===== src/rtl/eth_tx_scheduler.sv =====
// Audio/image packet scheduler feeding eth_packer: arbitrates two byte sources,
// frames each grant as tag [+ 24-bit address] + payload and emits LSB-first dibits.
module eth_tx_scheduler #(
    parameter int          PIXELS_PER_PKT = 256,
    parameter int          AUDIO_PER_PKT  = 64,
    parameter int          GAP_CYCLES     = 48,
    parameter int          MAX_AUDIO_RUN  = 2,
    parameter logic [7:0]  AUDIO_TAG      = 8'hA0,
    parameter logic [7:0]  IMAGE_TAG      = 8'h1F
) (
    input  logic        clk,
    input  logic        rst,
    input  logic        audio_pkt_rdy,
    input  logic        audio_valid,
    input  logic [7:0]  audio_data,
    output logic        audio_ready,
    input  logic        pixel_pkt_rdy,
    input  logic        pixel_valid,
    input  logic [7:0]  pixel_data,
    input  logic [23:0] pixel_addr,
    output logic        pixel_ready,
    input  logic        stall,
    output logic        axiov,
    output logic [1:0]  axiod,
    output logic        busy,
    output logic        cur_is_audio,
    output logic        underrun
);

    localparam int MAX_PL = (PIXELS_PER_PKT > AUDIO_PER_PKT) ? PIXELS_PER_PKT : AUDIO_PER_PKT;
    localparam int BCNT_W = $clog2(MAX_PL + 5);
    localparam int GAP_W  = $clog2(GAP_CYCLES + 1);
    localparam int RUN_W  = $clog2(MAX_AUDIO_RUN + 2);

    // Byte index of the final byte in the shift register (tag is index 0).
    localparam logic [BCNT_W-1:0] AUD_LAST = BCNT_W'(AUDIO_PER_PKT);
    localparam logic [BCNT_W-1:0] IMG_LAST = BCNT_W'(PIXELS_PER_PKT + 3);
    localparam logic [BCNT_W-1:0] ADDR_END = BCNT_W'(3);
    localparam logic [GAP_W-1:0]  GAP_LOAD = GAP_W'(GAP_CYCLES - 1);
    localparam logic [RUN_W-1:0]  RUN_MAX  = RUN_W'(MAX_AUDIO_RUN);

    typedef enum logic [2:0] {
        S_IDLE,
        S_TAG,
        S_ADDR,
        S_PAYLOAD,
        S_GAP
    } state_t;

    state_t              r_state, w_state_nxt;
    logic [7:0]          r_shift;
    logic [1:0]          r_didx;
    logic [BCNT_W-1:0]   r_bcnt;
    logic [GAP_W-1:0]    r_gap;
    logic [RUN_W-1:0]    r_run;
    logic [23:0]         r_addr;
    logic                r_cur_is_audio;
    logic                r_underrun;

    logic                w_active;
    logic                w_xfer;
    logic                w_byte_end;
    logic                w_last;
    logic [BCNT_W-1:0]   w_bcnt_nxt;
    logic                w_addr_phase;
    logic                w_pop;
    logic                w_src_valid;
    logic [7:0]          w_src_data;
    logic [7:0]          w_addr_byte;
    logic [7:0]          w_next_byte;
    logic                w_grant_a_pri;
    logic                w_grant_img;
    logic                w_grant_aud;
    logic                w_grant;

    assign w_active     = (r_state == S_TAG) || (r_state == S_ADDR) || (r_state == S_PAYLOAD);
    assign w_xfer       = w_active && !stall;
    assign w_byte_end   = w_xfer && (r_didx == 2'd3);
    assign w_last       = (r_bcnt == (r_cur_is_audio ? AUD_LAST : IMG_LAST));
    assign w_bcnt_nxt   = r_bcnt + 1'b1;
    assign w_addr_phase = !r_cur_is_audio && (w_bcnt_nxt <= ADDR_END);
    assign w_pop        = w_byte_end && !w_last && !w_addr_phase;

    assign w_src_valid  = r_cur_is_audio ? audio_valid : pixel_valid;
    assign w_src_data   = r_cur_is_audio ? audio_data  : pixel_data;

    always_comb begin
        w_addr_byte = r_addr[7:0];
        case (w_bcnt_nxt[1:0])
            2'd1:    w_addr_byte = r_addr[23:16];
            2'd2:    w_addr_byte = r_addr[15:8];
            default: w_addr_byte = r_addr[7:0];
        endcase
    end

    // A missing source byte is replaced by zero so the frame length never changes.
    assign w_next_byte = w_addr_phase ? w_addr_byte : (w_src_valid ? w_src_data : 8'h00);

    // Audio wins until it has taken MAX_AUDIO_RUN grants in a row while image waits.
    assign w_grant_a_pri = audio_pkt_rdy && (r_run < RUN_MAX);
    assign w_grant_img   = !w_grant_a_pri && pixel_pkt_rdy;
    assign w_grant_aud   = w_grant_a_pri || (!pixel_pkt_rdy && audio_pkt_rdy);
    assign w_grant       = w_grant_aud || w_grant_img;

    always_comb begin
        w_state_nxt = r_state;
        case (r_state)
            S_IDLE: begin
                if (w_grant)
                    w_state_nxt = S_TAG;
            end
            S_TAG, S_ADDR, S_PAYLOAD: begin
                if (w_byte_end) begin
                    if (w_last)
                        w_state_nxt = S_GAP;
                    else if (w_addr_phase)
                        w_state_nxt = S_ADDR;
                    else
                        w_state_nxt = S_PAYLOAD;
                end
            end
            S_GAP: begin
                if (r_gap == '0)
                    w_state_nxt = S_IDLE;
            end
            default: w_state_nxt = S_IDLE;
        endcase
    end

    always_ff @(posedge clk) begin
        if (rst)
            r_state <= S_IDLE;
        else
            r_state <= w_state_nxt;
    end

    always_ff @(posedge clk) begin
        if (rst) begin
            r_shift        <= '0;
            r_didx         <= '0;
            r_bcnt         <= '0;
            r_gap          <= '0;
            r_run          <= '0;
            r_addr         <= '0;
            r_cur_is_audio <= 1'b0;
            r_underrun     <= 1'b0;
        end else begin
            case (r_state)
                S_IDLE: begin
                    if (!pixel_pkt_rdy || w_grant_img)
                        r_run <= '0;
                    else if (w_grant_aud && (r_run != RUN_MAX))
                        r_run <= r_run + 1'b1;
                    if (w_grant) begin
                        r_cur_is_audio <= w_grant_aud;
                        r_shift        <= w_grant_aud ? AUDIO_TAG : IMAGE_TAG;
                        r_didx         <= '0;
                        r_bcnt         <= '0;
                        if (w_grant_img)
                            r_addr <= pixel_addr;
                    end
                end
                S_TAG, S_ADDR, S_PAYLOAD: begin
                    if (w_byte_end) begin
                        r_didx <= '0;
                        if (w_last) begin
                            r_gap <= GAP_LOAD;
                        end else begin
                            r_shift <= w_next_byte;
                            r_bcnt  <= w_bcnt_nxt;
                        end
                        if (w_pop && !w_src_valid)
                            r_underrun <= 1'b1;
                    end else if (w_xfer) begin
                        r_didx <= r_didx + 1'b1;
                    end
                end
                S_GAP: begin
                    if (r_gap != '0)
                        r_gap <= r_gap - 1'b1;
                end
                default: ;
            endcase
        end
    end

    assign axiov        = w_active;
    assign axiod        = w_active ? r_shift[{r_didx, 1'b0} +: 2] : 2'b00;
    assign audio_ready  = w_pop && r_cur_is_audio;
    assign pixel_ready  = w_pop && !r_cur_is_audio;
    assign busy         = (r_state != S_IDLE);
    assign cur_is_audio = r_cur_is_audio;
    assign underrun     = r_underrun;

endmodule


===== config.mk =====
export PLATFORM = sky130hd
export DESIGN_NAME = eth_tx_scheduler
export DESIGN_NICKNAME = d
export VERILOG_FILES = /design/src/rtl/eth_tx_scheduler.sv
export SDC_FILE = /design/constraint.sdc
export NUM_CORES = 1
export LEC_CHECK = 0
export ABC_AREA = 1
export BUFFER_PORTS_ARGS = -buffer_cell sky130_fd_sc_hd__buf_2
export CORE_MARGIN = 5
export CORE_UTILIZATION = 30
export CTS_BUF_LIST = sky130_fd_sc_hd__clkbuf_2
export DETAILED_ROUTE_END_ITERATION = 12
export HOLD_SLACK_MARGIN = 0.05
export SLEW_MARGIN = 30
export SYNTH_ARGS = -nofsm -noshare
export SYNTH_HDL_FRONTEND = slang
export SYNTH_SLANG_ARGS = --single-unit

===== constraint.sdc =====
create_clock -name clk -period 1.7 [get_ports clk]
set_input_delay 0.17 -clock clk [delete_from_list [all_inputs] [get_ports clk]]
set_output_delay 0.17 -clock clk [all_outputs]
set_load 0.05 [all_outputs]

==> flow_summary.rst, run 1 <==
.. list-table::
   :header-rows: 1

   * - Metric
     - Value
   * - Area enclosed by the die boundary
     - 12900 sq um
   * - Critical Path End Type
     - primary output
   * - Final setup margin
     - -0.587 ns
   * - Part of the power in registers
     - 24.7%
   * - Via count of the first global-routing pass
     - approximately 3500
   * - Number of cells in the design after placement
     - just under 700
   * - Worst Tran Pin Value
     - 0.394 ns
   * - Post-route DRC violation count
     - 0
   * - Total internal power
     - roughly 4.0 mW
   * - Final-report setup violation count
     - 26
   * - Post-synthesis net count
     - 522
   * - Antenna violations before repair
     - 0
   * - Distinct cells, synth
     - 35
   * - Mean routed wirelength per cell
     - 13.4 microns
   * - Net total in the final layout
     - 672
   * - Pin count of the biggest net entering global routing
     - 34
   * - Number of port buffers
     - between 50 and 60
   * - CP Max Fanout
     - 5
   * - Clock root buffer
     - sky130_fd_sc_hd__clkbuf_2
   * - Data arrival time at the worst-slack endpoint
     - 2.12 ns
   * - DRT Pass-1 Iters
     - 6
   * - Max stage delay on crit path
     - 0.46 ns
   * - Global-route wire length before repair
     - around 16 mm
   * - Clock group share of total power
     - ~7.4%
   * - Grt ovf
     - 0
   * - Overall fraction of global-route tracks in use
     - ~15%
   * - Synthesized area per cell
     - 6.89 sq um
   * - Number of warnings issued by yosys
     - 0
   * - Yosys top cell by area
     - sky130_fd_sc_hd__dfxtp_1
   * - Leakage Power
     - 2.15 nW
   * - Final hold slack
     - 0.0357 ns
   * - Final standard cell area without fillers
     - around 5100 sq um
   * - Largest cells by area after synthesis
     - sky130_fd_sc_hd__dfxtp_1 (35%), sky130_fd_sc_hd__nand2_1 (12%), sky130_fd_sc_hd__a21oi_1 (7.5%)
   * - CORE AREA
     - 10400 sq um
   * - Final total power
     - 7.44 mW
   * - Type of the worst min-delay path
     - input port to flop
   * - Final Skew
     - 0.0419 ns
   * - Fraction of layout instances using a drive strength above 1
     - 46.4%
   * - Top-area cell type share of the netlist area
     - 34.9%
   * - Switching fraction of total power
     - 46.1%
   * - Slew Limit Headroom
     - around 73%
   * - CTS tree
     - done
   * - Via-to-Cell Ratio
     - 4.72
   * - Post-synth EDFFs
     - 0
   * - Setup repair after global routing missed its margin
     - yes
   * - Number of nets still failing antenna checks after routing
     - 0
   * - Fill cells
     - 996
   * - Share of the clock period used by the worst path after layout
     - 135%
   * - Achievable frequency
     - between 400 and 500 MHz
   * - Clock input transition at the sequential cells of the worst setup and hold paths
     - 0.31 ns
   * - Area after detailed placement
     - 3990 sq um
   * - Io pins
     - 55
   * - Dominant delay contributor by cell family on the critical path
     - simple AND/OR/NAND/NOR gates
   * - Cell chain of the critical path
     - buf_6, nand2_2, nor2_4, nand2_2, nand2_1, nand2_2, nor2_4, nand3_4, nand2_4, nor2_4, inv_2, nor2_4, buf_8
   * - Minimum clock period
     - 2.29 ns
   * - Global placer's final weighted congestion
     - 0.860
   * - Detailed router's first-iteration violation count
     - 132
   * - Layout area overhead
     - 59.9%
   * - Final Hold Fails
     - 0
   * - Number of buffers created by CTS
     - 5
   * - Post-detailed-routing wire length
     - roughly 10 mm
   * - Synth Register Bits
     - 56
   * - Commonest register cell after synthesis
     - sky130_fd_sc_hd__dfxtp_1
   * - Logic pwr share
     - 67.9%
   * - Worst path most repeated cell
     - sky130_fd_sc_hd__nor2_4
   * - Critical path's slowest cell
     - sky130_fd_sc_hd__dfxtp_4
   * - Max-capacitance violation count
     - 0
   * - Most numerous cell types in the synthesized netlist
     - sky130_fd_sc_hd__nand2_1 (101), sky130_fd_sc_hd__dfxtp_1 (56), sky130_fd_sc_hd__nor2_1 (53), sky130_fd_sc_hd__a21oi_1 (48), sky130_fd_sc_hd__o21ai_0 (46)
   * - Most frequently used cell type in the post-synthesis netlist
     - sky130_fd_sc_hd__nand2_1
   * - Critical path start-end classification
     - flop to primary output
   * - Number of vias after detailed routing
     - about 3600
   * - Post-synth ARST share
     - 0%
   * - VDD IR-drop max
     - 808 uV
   * - Maximum number of buffers from clock root to sink
     - 2
   * - Run status
     - complete, but fails checks
   * - Switching Power
     - 3.43 mW
   * - Clock latency of the later-clocked register in the worst-skew pair
     - 0.49 ns
   * - CTS HTree Levels
     - 2
   * - Synth Cell Area
     - about 3200 sq um
   * - Required @ worst endpoint
     - ~1.5 ns
   * - Number of cells produced by synthesis
     - 467
   * - Effective utilization at floorplan
     - a little under a third
   * - Type of element launching the critical path
     - flop
   * - Diode insertion count for antenna repair
     - 0
   * - Sequential share of the synthesized area
     - between 30% and 40%
   * - Die extent in x
     - 114 microns
   * - Sinks on Clock Net
     - 56
   * - Floorplan die height
     - roughly 110 microns
   * - Violations in the final reports
     - negative setup slack
   * - Number of rows in the core area
     - 37
   * - Final cell count without fillers
     - about 750
   * - Max-slew violation count
     - 0
   * - Power density over the cells
     - 1450 nW/um^2
   * - Placed wire-length estimate
     - 6.83 mm
   * - Worst path bufs/invs
     - 3
==> kinds of logic after synthesis <==
kind of cell,after synthesis,share of synthesized area [%]
AO/OA/AOI/OAI,113,19.5
buffers and inverters,69,9.22
flip-flops,56,34.9
AND/OR/NAND/NOR,216,31.9
XOR/XNOR,5,1.36
adder cells (fa/ha/maj),8,3.11
==> layer usage <==
layer | vias to the layer above | wire length (microns) | global-route usage [%]
met5 | - | 0 | 0
met4 | 0 | 112 | 3.45
met3 | 10 | 361 | 2.71
met2 | 65 | 5380 | 26.9
met1 | 1661 | 4270 | 18.0
li1 | 1816 | - | -
==> layout make-up <==
class | instances | area, sq um | area share, %
well taps | 136 | 170 | 3.31
inverters | 52 | 220 | 4.28
clock inverters | 2 | 16.3 | 0.316
repair buffers | 157 | 1290 | 25.1
clock buffers | 5 | 25.0 | 0.487
flip-flops and latches | 56 | 1150 | 22.3
multi-input cells | 342 | 2230 | 43.4
repair inverters | 3 | 41.3 | 0.803
==> placed cells by master (no fill, tap or decap), types with 19 or more instances in the layout <==
| cell type | netlist | routed |
|---|---|---|
| sky130_fd_sc_hd__nor2_1 | 53 | 32 |
| sky130_fd_sc_hd__nand3_2 | 4 | 20 |
| sky130_fd_sc_hd__dlygate4sd3_1 | 0 | 26 |
| sky130_fd_sc_hd__a21oi_2 | 3 | 19 |
| sky130_fd_sc_hd__inv_1 | 45 | 38 |
| sky130_fd_sc_hd__nand2_1 | 101 | 93 |
| sky130_fd_sc_hd__buf_4 | 2 | 55 |
| sky130_fd_sc_hd__dfxtp_1 | 56 | 44 |
| sky130_fd_sc_hd__buf_2 | 6 | 48 |
| sky130_fd_sc_hd__nor2_4 | 6 | 19 |
| sky130_fd_sc_hd__a21oi_1 | 48 | 30 |
| sky130_fd_sc_hd__o21ai_0 | 46 | 28 |
==> registers in the layout, indices dropped and copies added (netlist names) <==
name          count
r_addr           24
r_didx            2
underrun          1
r_gap             6
r_run             2
cur_is_audio      1
r_state           3
r_shift           8
r_bcnt            9
==> power groups by stage <==
stage	Sequential (mW)	Combinational, mW	Clock, mW
after global placement	1.82	3.20	0
after CTS	1.82	4.13	0.572
after global routing	1.87	5.47	0.614
final	1.83	5.05	0.553
after detailed placement	1.83	3.27	0
after floorplan	1.82	2.13	0
==> worst min-delay path: cells and delay by family <==
family	cells	cell delay, ns
AO/OA/AOI/OAI	2	0.17
buffers and inverters	1	0.12
AND/OR/NAND/NOR	1	0.07
==> timing repair <==
| action | in CTS | in global routing |
|---|---|---|
| hold buffers | 25 | 1 |
| endpoints found under the hold margin | 25 | 1 |
| pin swaps | 17 | 32 |
| endpoints found under the setup margin | 24 | 47 |
| resized for setup | 70 | 112 |
| gates cloned | 0 | 3 |
| buffers inserted | 15 | 14 |
==> worst paths after layout <==
path	cells after the start	endpoint	slack, ns	start
max	13	audio_ready	-0.59	r_bcnt[1]
min	4	cur_is_audio	0.04	audio_pkt_rdy
max reg2reg	12	r_shift[7]	-0.21	r_bcnt[0]
min reg2reg	2	r_addr[10]	0.47	r_addr[10]
==> per-stage QoR <==
stage          worst slack [ns]  setup TNS [ns]  utilization (%)
6_report                 -0.587           -3.31             49.6
5_1_grt                  -0.707           -6.72             49.6
4_1_cts                  -0.597           -2.46             44.4
3_5_place_dp             -0.193           -1.14             38.4
3_3_place_gp             -0.173          -0.957             38.4
2_1_floorplan            -0.135          -0.247                -
No activity file was read; power rests on OpenSTA's default activity.
==> inputs of run 2 (changes only) <==
--- a/config.mk
+++ b/config.mk
@@ -5,13 +5,15 @@
 export SDC_FILE = /design/constraint.sdc
 export NUM_CORES = 1
 export LEC_CHECK = 0
-export ABC_AREA = 1
 export BUFFER_PORTS_ARGS = -buffer_cell sky130_fd_sc_hd__buf_2
+export CELL_PAD_IN_SITES_DETAIL_PLACEMENT = 0
+export CELL_PAD_IN_SITES_GLOBAL_PLACEMENT = 1
 export CORE_MARGIN = 5
-export CORE_UTILIZATION = 30
+export CORE_UTILIZATION = 39
 export CTS_BUF_LIST = sky130_fd_sc_hd__clkbuf_2
 export DETAILED_ROUTE_END_ITERATION = 12
 export HOLD_SLACK_MARGIN = 0.05
+export PLACE_DENSITY_LB_ADDON = 0.1
 export SLEW_MARGIN = 30
 export SYNTH_ARGS = -nofsm -noshare
 export SYNTH_HDL_FRONTEND = slang
==> run 2 against run 1 <==
Core utilization up 19 points. Sequential power down 12%. Flip-flop and latch count unchanged. Critical path depth down 7. Global-route usage up 7.4 points. Die area down 20%. Fmax down 11%. Clock power up 30%. The flow still finishes with violations (negative setup slack). Register-to-register slack worse by 0.20 ns. Non-clock buffer count up 35. Highest routed layer unchanged. Via count up 6.4%.
==> flow_summary.rst, run 2 <==
.. list-table::
   :header-rows: 1

   * - Metric
     - Value
   * - Run status
     - complete, but fails checks
   * - Violations in the final reports
     - negative setup slack
   * - CTS HTree Levels
     - 2
   * - Net total in the final layout
     - 634
   * - Yosys top cell by area
     - sky130_fd_sc_hd__dfxtp_1
   * - Post-synthesis net count
     - 459
   * - Pin count of the biggest net entering global routing
     - 26
   * - Final-report setup violation count
     - 32
   * - Slew Limit Headroom
     - 70.0%
   * - Setup slack of the most critical reg-to-reg path
     - -0.41 ns
   * - Antenna violations before repair
     - 0
   * - Number of nets still failing antenna checks after routing
     - 0
   * - Top-area cell type share of the netlist area
     - 34.2%
   * - Number of buffers created by CTS
     - 5
   * - Via-to-Cell Ratio
     - 5.52
   * - Leakage Power
     - 2.17 nW
   * - Number of warnings issued by yosys
     - 0
   * - CP Max Fanout
     - 7
   * - Number of vias after detailed routing
     - 3781
   * - Clock input transition at the sequential cells of the worst setup and hold paths
     - 0.31 ns
   * - CORE AREA
     - 8220 sq um
   * - Number of cells produced by synthesis
     - 404
   * - Register with the most flip-flops
     - r_addr
   * - Reg-to-reg critical path endpoint
     - r_shift[2]
   * - Post-synth EDFFs
     - 0
   * - Power density over the cells
     - 777 nW/um^2
   * - Largest register FFs
     - 24
   * - DRT Pass-1 Iters
     - 4
   * - Final total power
     - 4.36 mW
   * - Data arrival time at the worst-slack endpoint
     - ~2.4 ns
   * - Diode insertion count for antenna repair
     - 0
   * - Via count of the first global-routing pass
     - 3678
   * - Post-detailed-routing wire length
     - ~12 mm
   * - Setup repair after global routing missed its margin
     - yes
   * - Post-route DRC violation count
     - 0
   * - Reg2reg path depth
     - 7
   * - Critical Path End Type
     - primary output
   * - Final TNS setup
     - -8.43 ns
   * - Worst reg2reg startpoint
     - r_bcnt[6]
   * - Final standard cell area without fillers
     - 5610 sq um
   * - Commonest register cell after synthesis
     - sky130_fd_sc_hd__dfxtp_1
   * - Sinks on Clock Net
     - 56
   * - Number of rows in the core area
     - 33
   * - Maximum number of buffers from clock root to sink
     - 2
   * - Final setup margin
     - -0.866 ns
   * - Critical path start-end classification
     - flop to primary output
   * - Sequential share of the synthesized area
     - roughly 34%
   * - Clock latency of the later-clocked register in the worst-skew pair
     - 0.48 ns
   * - Max-capacitance violation count
     - 0
   * - Effective utilization at floorplan
     - around 40%
   * - Fraction of layout instances using a drive strength above 1
     - around 52%
   * - Post-synth ARST share
     - 0%
   * - Global-route wire length before repair
     - 18.2 mm
   * - Grt ovf
     - 0
   * - Share of the clock period used by the worst path after layout
     - 151%
   * - Final Skew
     - 0.0170 ns
   * - Synth Register Bits
     - 56
   * - Die extent in x
     - 102 microns
   * - Overall fraction of global-route tracks in use
     - between 20% and 30%
   * - Most numerous cell types in the synthesized netlist
     - sky130_fd_sc_hd__nand2_1 (72), sky130_fd_sc_hd__dfxtp_1 (56), sky130_fd_sc_hd__a21oi_1 (47), sky130_fd_sc_hd__nor2_1 (31), sky130_fd_sc_hd__nand3_1 (16)
   * - Max-slew violation count
     - 0
   * - Worst Tran Pin Value
     - 0.450 ns
   * - Distinct cells, synth
     - between 60 and 70
   * - Io pins
     - 55
   * - Mean routed wirelength per cell
     - 17.6 microns
   * - Most frequently used cell type in the post-synthesis netlist
     - sky130_fd_sc_hd__nand2_1
   * - Synthesized area per cell
     - 8.10 sq um
   * - Final Hold Fails
     - 0
   * - Detailed router's first-iteration violation count
     - 184
   * - Required @ worst endpoint
     - between 1.5 and 2 ns
   * - Instance count along the most critical hold path
     - 5
   * - Type of the worst min-delay path
     - input port to flop
   * - Placed wire-length estimate
     - 7.61 mm
   * - Launch point of the worst hold path
     - pixel_data[0]
   * - Clock root buffer
     - sky130_fd_sc_hd__clkbuf_2
   * - Largest cells by area after synthesis
     - sky130_fd_sc_hd__dfxtp_1 (34%), sky130_fd_sc_hd__nand2_1 (8.3%), sky130_fd_sc_hd__a21oi_1 (7.2%)
   * - Synth Cell Area
     - approximately 3300 sq um
   * - Type of element launching the critical path
     - flop
   * - Most frequent cells in the layout
     - sky130_fd_sc_hd__buf_4 (78), sky130_fd_sc_hd__nand2_1 (69), sky130_fd_sc_hd__buf_2 (48)
   * - Layout area overhead
     - 71.2%
   * - Leading registers by flop count
     - r_addr (24), r_bcnt (9), r_shift (8)
   * - Commonest non-fill, non-tap cell in the layout
     - sky130_fd_sc_hd__buf_4
   * - Minimum clock period
     - 2.57 ns
   * - VDD IR-drop max
     - between 500 and 600 uV
   * - Fill cells
     - around 680
   * - WHS Endpoint
     - r_shift[0]
   * - Achievable frequency
     - 390 MHz
   * - Global placer's final weighted congestion
     - ~0.84
   * - Area enclosed by the die boundary
     - 10300 sq um
   * - Floorplan die height
     - ~100 microns
   * - CTS tree
     - done
   * - Number of port buffers
     - 54
   * - Area after detailed placement
     - ~4300 sq um
-- run 2: what timing repair did --
item	CTS	global route
hold endpoints to repair	28	0
pin swaps	32	32
hold buffers	26	0
gates cloned	2	2
gates resized for setup	106	63
setup buffers	27	14
endpoints found under the setup margin	55	55
-- run 2: worst max-delay path by stage --
stage,start,end,slack (ns),cells after the start
after floorplan,r_bcnt[0],pixel_ready,-0.30,8
after global placement,r_bcnt[1],pixel_ready,-0.36,7
after detailed placement,r_bcnt[1],pixel_ready,-0.42,7
after CTS,r_bcnt[0],audio_ready,-0.78,8
after global routing,r_bcnt[6],audio_ready,-0.95,6
final,r_bcnt[6],audio_ready,-0.87,6
-- run 2: logic make-up (layout without fill, tap and decap cells) --
group                      Yosys count  in the layout  synth area share [%]
and+or+nand+nor                    166            167                  24.3
adders and majority gates            8              8                  3.06
AOI/OAI and AO/OA                  123            124                  27.5
muxes                               13             13                  4.93
buffers and inverters               37            211                  5.73
xor gates and xnor gates             1              1                 0.268
DFF                                 56             56                  34.2
-- run 2: worst max-delay path, stage by stage, from the launching register on --
cell and delay [ns]:
sky130_fd_sc_hd__dfxtp_1 0.59, sky130_fd_sc_hd__nand4_1 0.31, sky130_fd_sc_hd__nor4_4 0.43, sky130_fd_sc_hd__a211o_1 0.19, sky130_fd_sc_hd__a21oi_2 0.07, sky130_fd_sc_hd__and2_4 0.17, sky130_fd_sc_hd__buf_6 0.14
-- run 2: layer usage --
metal  vias to the layer above  part of all wire, %  GRT usage [%]
met1                      1847                   46           28.8
met2                        89                   50           38.9
li1                       1831                    -              -
met3                        14                  3.1           2.62
met4                         0                  1.5           5.62
met5                         -                    0              0
-- run 2: cell type report --
cell class,instances,area (sq um),area share [%]
multi-input cells,313,2610,46.5
well taps,105,131,2.34
clock inverters,2,38.8,0.692
flip-flops and latches,56,1140,20.4
inverters,11,48.8,0.870
repair buffers,192,1600,28.6
clock buffers,6,30.0,0.536
-- run 2: metrics by stage --
step,utilization [%],instances,hold slack (ns),setup slack [ns]
CTS,64.0,675,0.101,-0.785
floorplan,-,404,0.306,-0.303
global placement,51.8,614,0.411,-0.359
detailed placement,51.8,614,0.417,-0.415
finish,68.2,685,0.107,-0.866
global route,68.2,685,0.0847,-0.951
-- run 2: where the power goes --
group | internal [mW] | total (mW) | switching (mW)
clock network | 0.261 | 0.719 | 0.458
logic | 0.960 | 2.03 | 1.07
registers | 1.48 | 1.61 | 0.129
total | 2.70 | 4.36 | 1.66
==> inputs of run 3 (changes only) <==
==> constraint.sdc (replaced) <==
create_clock -name clk -period 1.7 [get_ports clk]
set_input_delay 0 -clock clk [delete_from_list [all_inputs] [get_ports clk]]
set_output_delay 0 -clock clk [all_outputs]
set_load 0.05 [all_outputs]
==> run 3 against run 2 <==
The flow still finishes with violations (negative setup slack). Clock-buffer cell count is 1 lower. Global-route usage down 1.3 points. Register-to-register slack improved by 0.07 ns. Core utilization shrank 1.3 points. Hold slack worse by 0.014 ns. Non-clock buffer count up 16. Critical path type unchanged. Largest cell class unchanged. Highest routed layer unchanged.
==> flow_summary.rst, run 3 (synthesis results as in run 2) <==
.. list-table::
   :header-rows: 1

   * - Metric
     - Value
   * - Run status
     - complete, but fails checks
   * - Grt ovf
     - 0
   * - Number of cells in the design after placement
     - 614
   * - Placed wire-length estimate
     - 7.17 mm
   * - Data arrival time at the worst-slack endpoint
     - 2.35 ns
   * - CTS HTree Levels
     - 2
   * - DRT Pass-1 Iters
     - 4
   * - Fraction of layout instances using a drive strength above 1
     - 46.7%
   * - Number of nets still failing antenna checks after routing
     - 0
   * - Via-to-Cell Ratio
     - between 5 and 6
   * - Global placer's final weighted congestion
     - between 0.8 and 0.9
   * - Maximum number of buffers from clock root to sink
     - 2
   * - Post-route DRC violation count
     - 0
   * - Number of vias after detailed routing
     - about 3600
   * - Critical Path End Type
     - primary output
   * - Worst reg2reg startpoint
     - r_bcnt[0]
   * - Pin count of the biggest net entering global routing
     - 31
   * - CORE AREA
     - 8220 sq um
   * - Total internal power
     - 2.56 mW
   * - Clock latency of the later-clocked register in the worst-skew pair
     - 0.50 ns
   * - Sinks on Clock Net
     - 56
   * - Number of buffers created by CTS
     - 5
   * - Detailed router's first-iteration violation count
     - between 150 and 200
   * - Type of element launching the critical path
     - flop
   * - Global-route wire length before repair
     - 17.3 mm
   * - Switching fraction of total power
     - 38.3%
   * - Final-report setup violation count
     - 31
   * - Final TNS setup
     - -6.70 ns
   * - Setup repair after global routing missed its margin
     - yes
   * - Share of the clock period used by the worst path after layout
     - 138%
   * - Leakage Power
     - 2.16 nW
   * - Final cell count without fillers
     - 700
   * - Final Hold Fails
     - 0
   * - Final total power
     - ~4.1 mW
   * - Via count of the first global-routing pass
     - 3614
   * - Diode insertion count for antenna repair
     - 0
   * - Max-slew violation count
     - 0
   * - Commonest non-fill, non-tap cell in the layout
     - sky130_fd_sc_hd__buf_4
   * - Overall fraction of global-route tracks in use
     - a little over a fifth
   * - Area enclosed by the die boundary
     - 10300 sq um
   * - CP Max Fanout
     - 7
   * - Floorplan die height
     - approximately 100 microns
   * - Register with the most flip-flops
     - r_addr
   * - Worst Tran Pin Value
     - 0.521 ns
   * - Die extent in x
     - around 100 microns
   * - Layout area overhead
     - 68.0%
   * - Largest register FFs
     - 24
   * - Clock root buffer
     - sky130_fd_sc_hd__clkbuf_2
   * - Clock input transition at the sequential cells of the worst setup and hold paths
     - 0.34 ns
   * - Final Skew
     - 0.0286 ns
   * - Number of port buffers
     - 54
   * - Effective utilization at floorplan
     - 39.9%
   * - Most frequent cells in the layout
     - sky130_fd_sc_hd__buf_4 (87), sky130_fd_sc_hd__nand2_1 (71), sky130_fd_sc_hd__buf_2 (48)
   * - Clock group share of total power
     - 14.9%
   * - Logic pwr share
     - 47.0%
   * - Type of the worst min-delay path
     - input port to flop
   * - Minimum clock period
     - roughly 2.4 ns
   * - Violations in the final reports
     - negative setup slack
   * - Achievable frequency
     - 425 MHz
   * - Max-capacitance violation count
     - 0
   * - Number of rows in the core area
     - 33
   * - Critical path start-end classification
     - flop to primary output
   * - VDD IR-drop max
     - 624 uV
   * - Fill cells
     - 684
   * - Worst setup path start
     - r_bcnt[0]
   * - Leading registers by flop count
     - r_addr (24), r_bcnt (9), r_shift (8)
   * - Power density over the cells
     - around 750 nW/um^2
   * - Switching Power
     - 1.58 mW
   * - Slew Limit Headroom
     - about two thirds
   * - Post-detailed-routing wire length
     - 10.8 mm
   * - CTS tree
     - done
   * - Net total in the final layout
     - 649
   * - Mean routed wirelength per cell
     - approximately 15 microns
   * - Io pins
     - 55
   * - Antenna violations before repair
     - 0
   * - Part of the power in registers
     - 38.2%
   * - Final setup margin
     - -0.650 ns
   * - Launch point of the worst hold path
     - pixel_valid
   * - Required @ worst endpoint
     - 1.70 ns
run 3: cell count changes in the layout (fill, tap and decap cells not counted), moves of 4 or more:
cell	delta
sky130_fd_sc_hd__dlygate4sd3_1	+15
sky130_fd_sc_hd__buf_4	+9
sky130_fd_sc_hd__buf_6	-7
sky130_fd_sc_hd__nor4_4	-4
run 3: cell type report:
type	count	area [sq um]	share of cell area [%]
clock buffers	5	25.0	0.455
clock inverters	3	26.3	0.478
inverters	11	46.3	0.842
multi-input cells	312	2380	43.4
flip-flops and latches	56	1150	20.8
well taps	105	131	2.39
repair buffers	208	1740	31.6
run 3: power by group through the flow:
stage / combinational (mW) / clock (mW) / sequential, mW
after floorplan: 0.895 / 0 / 1.59
after global placement: 1.36 / 0 / 1.60
after detailed placement: 1.37 / 0 / 1.60
after CTS: 1.75 / 0.625 / 1.58
after global routing: 2.09 / 0.673 / 1.60
final: 1.94 / 0.616 / 1.58
run 3: critical path, cell delays in order, from the launching register on:
cell	delay (ns)
sky130_fd_sc_hd__dfxtp_4	0.48
sky130_fd_sc_hd__buf_4	0.14
sky130_fd_sc_hd__inv_4	0.04
sky130_fd_sc_hd__ha_4	0.21
sky130_fd_sc_hd__inv_2	0.06
sky130_fd_sc_hd__o32ai_4	0.08
sky130_fd_sc_hd__a2111o_1	0.46
sky130_fd_sc_hd__nor2_4	0.18
sky130_fd_sc_hd__nor3_4	0.05
sky130_fd_sc_hd__buf_6	0.15
run 3: repair_timing:
item	4_1_cts	5_1_grt
cloned	3	1
gates resized for setup	70	50
hold buffers	40	1
hold endpoints to repair	55	2
endpoints found under the setup margin	55	61
pin swaps	38	36
setup buffers	21	16
run 3: per-layer routing:
| metal | global-route usage [%] | share of wire (%) | wire length [microns] |
|---|---|---|---|
| met1 | 26.0 | 44 | 4750 |
| met2 | 37.4 | 50 | 5450 |
| met3 | 2.82 | 3.5 | 373 |
| met4 | 6.03 | 2.2 | 233 |
| met5 | 0 | 0 | 0 |
run 3: metrics by stage:
step | util, % | instance area [sq um] | setup WS (ns) | hold slack [ns]
after floorplan | - | 3410 | -0.160 | 0.136
after detailed placement | 51.7 | 4250 | -0.249 | 0.247
after CTS | 62.8 | 5160 | -0.673 | 0.0608
after global placement | 51.7 | 4250 | -0.223 | 0.242
final | 66.9 | 5500 | -0.650 | 0.0930
after global routing | 66.9 | 5500 | -0.742 | 0.0774
run 3: final timing paths:
path         depth (start not counted)  slack [ns]     endpoint
max                                  9       -0.65  pixel_ready
min                                  4        0.09     underrun
max reg2reg                          8       -0.34   r_shift[1]
min reg2reg                          2        0.47    r_addr[5]
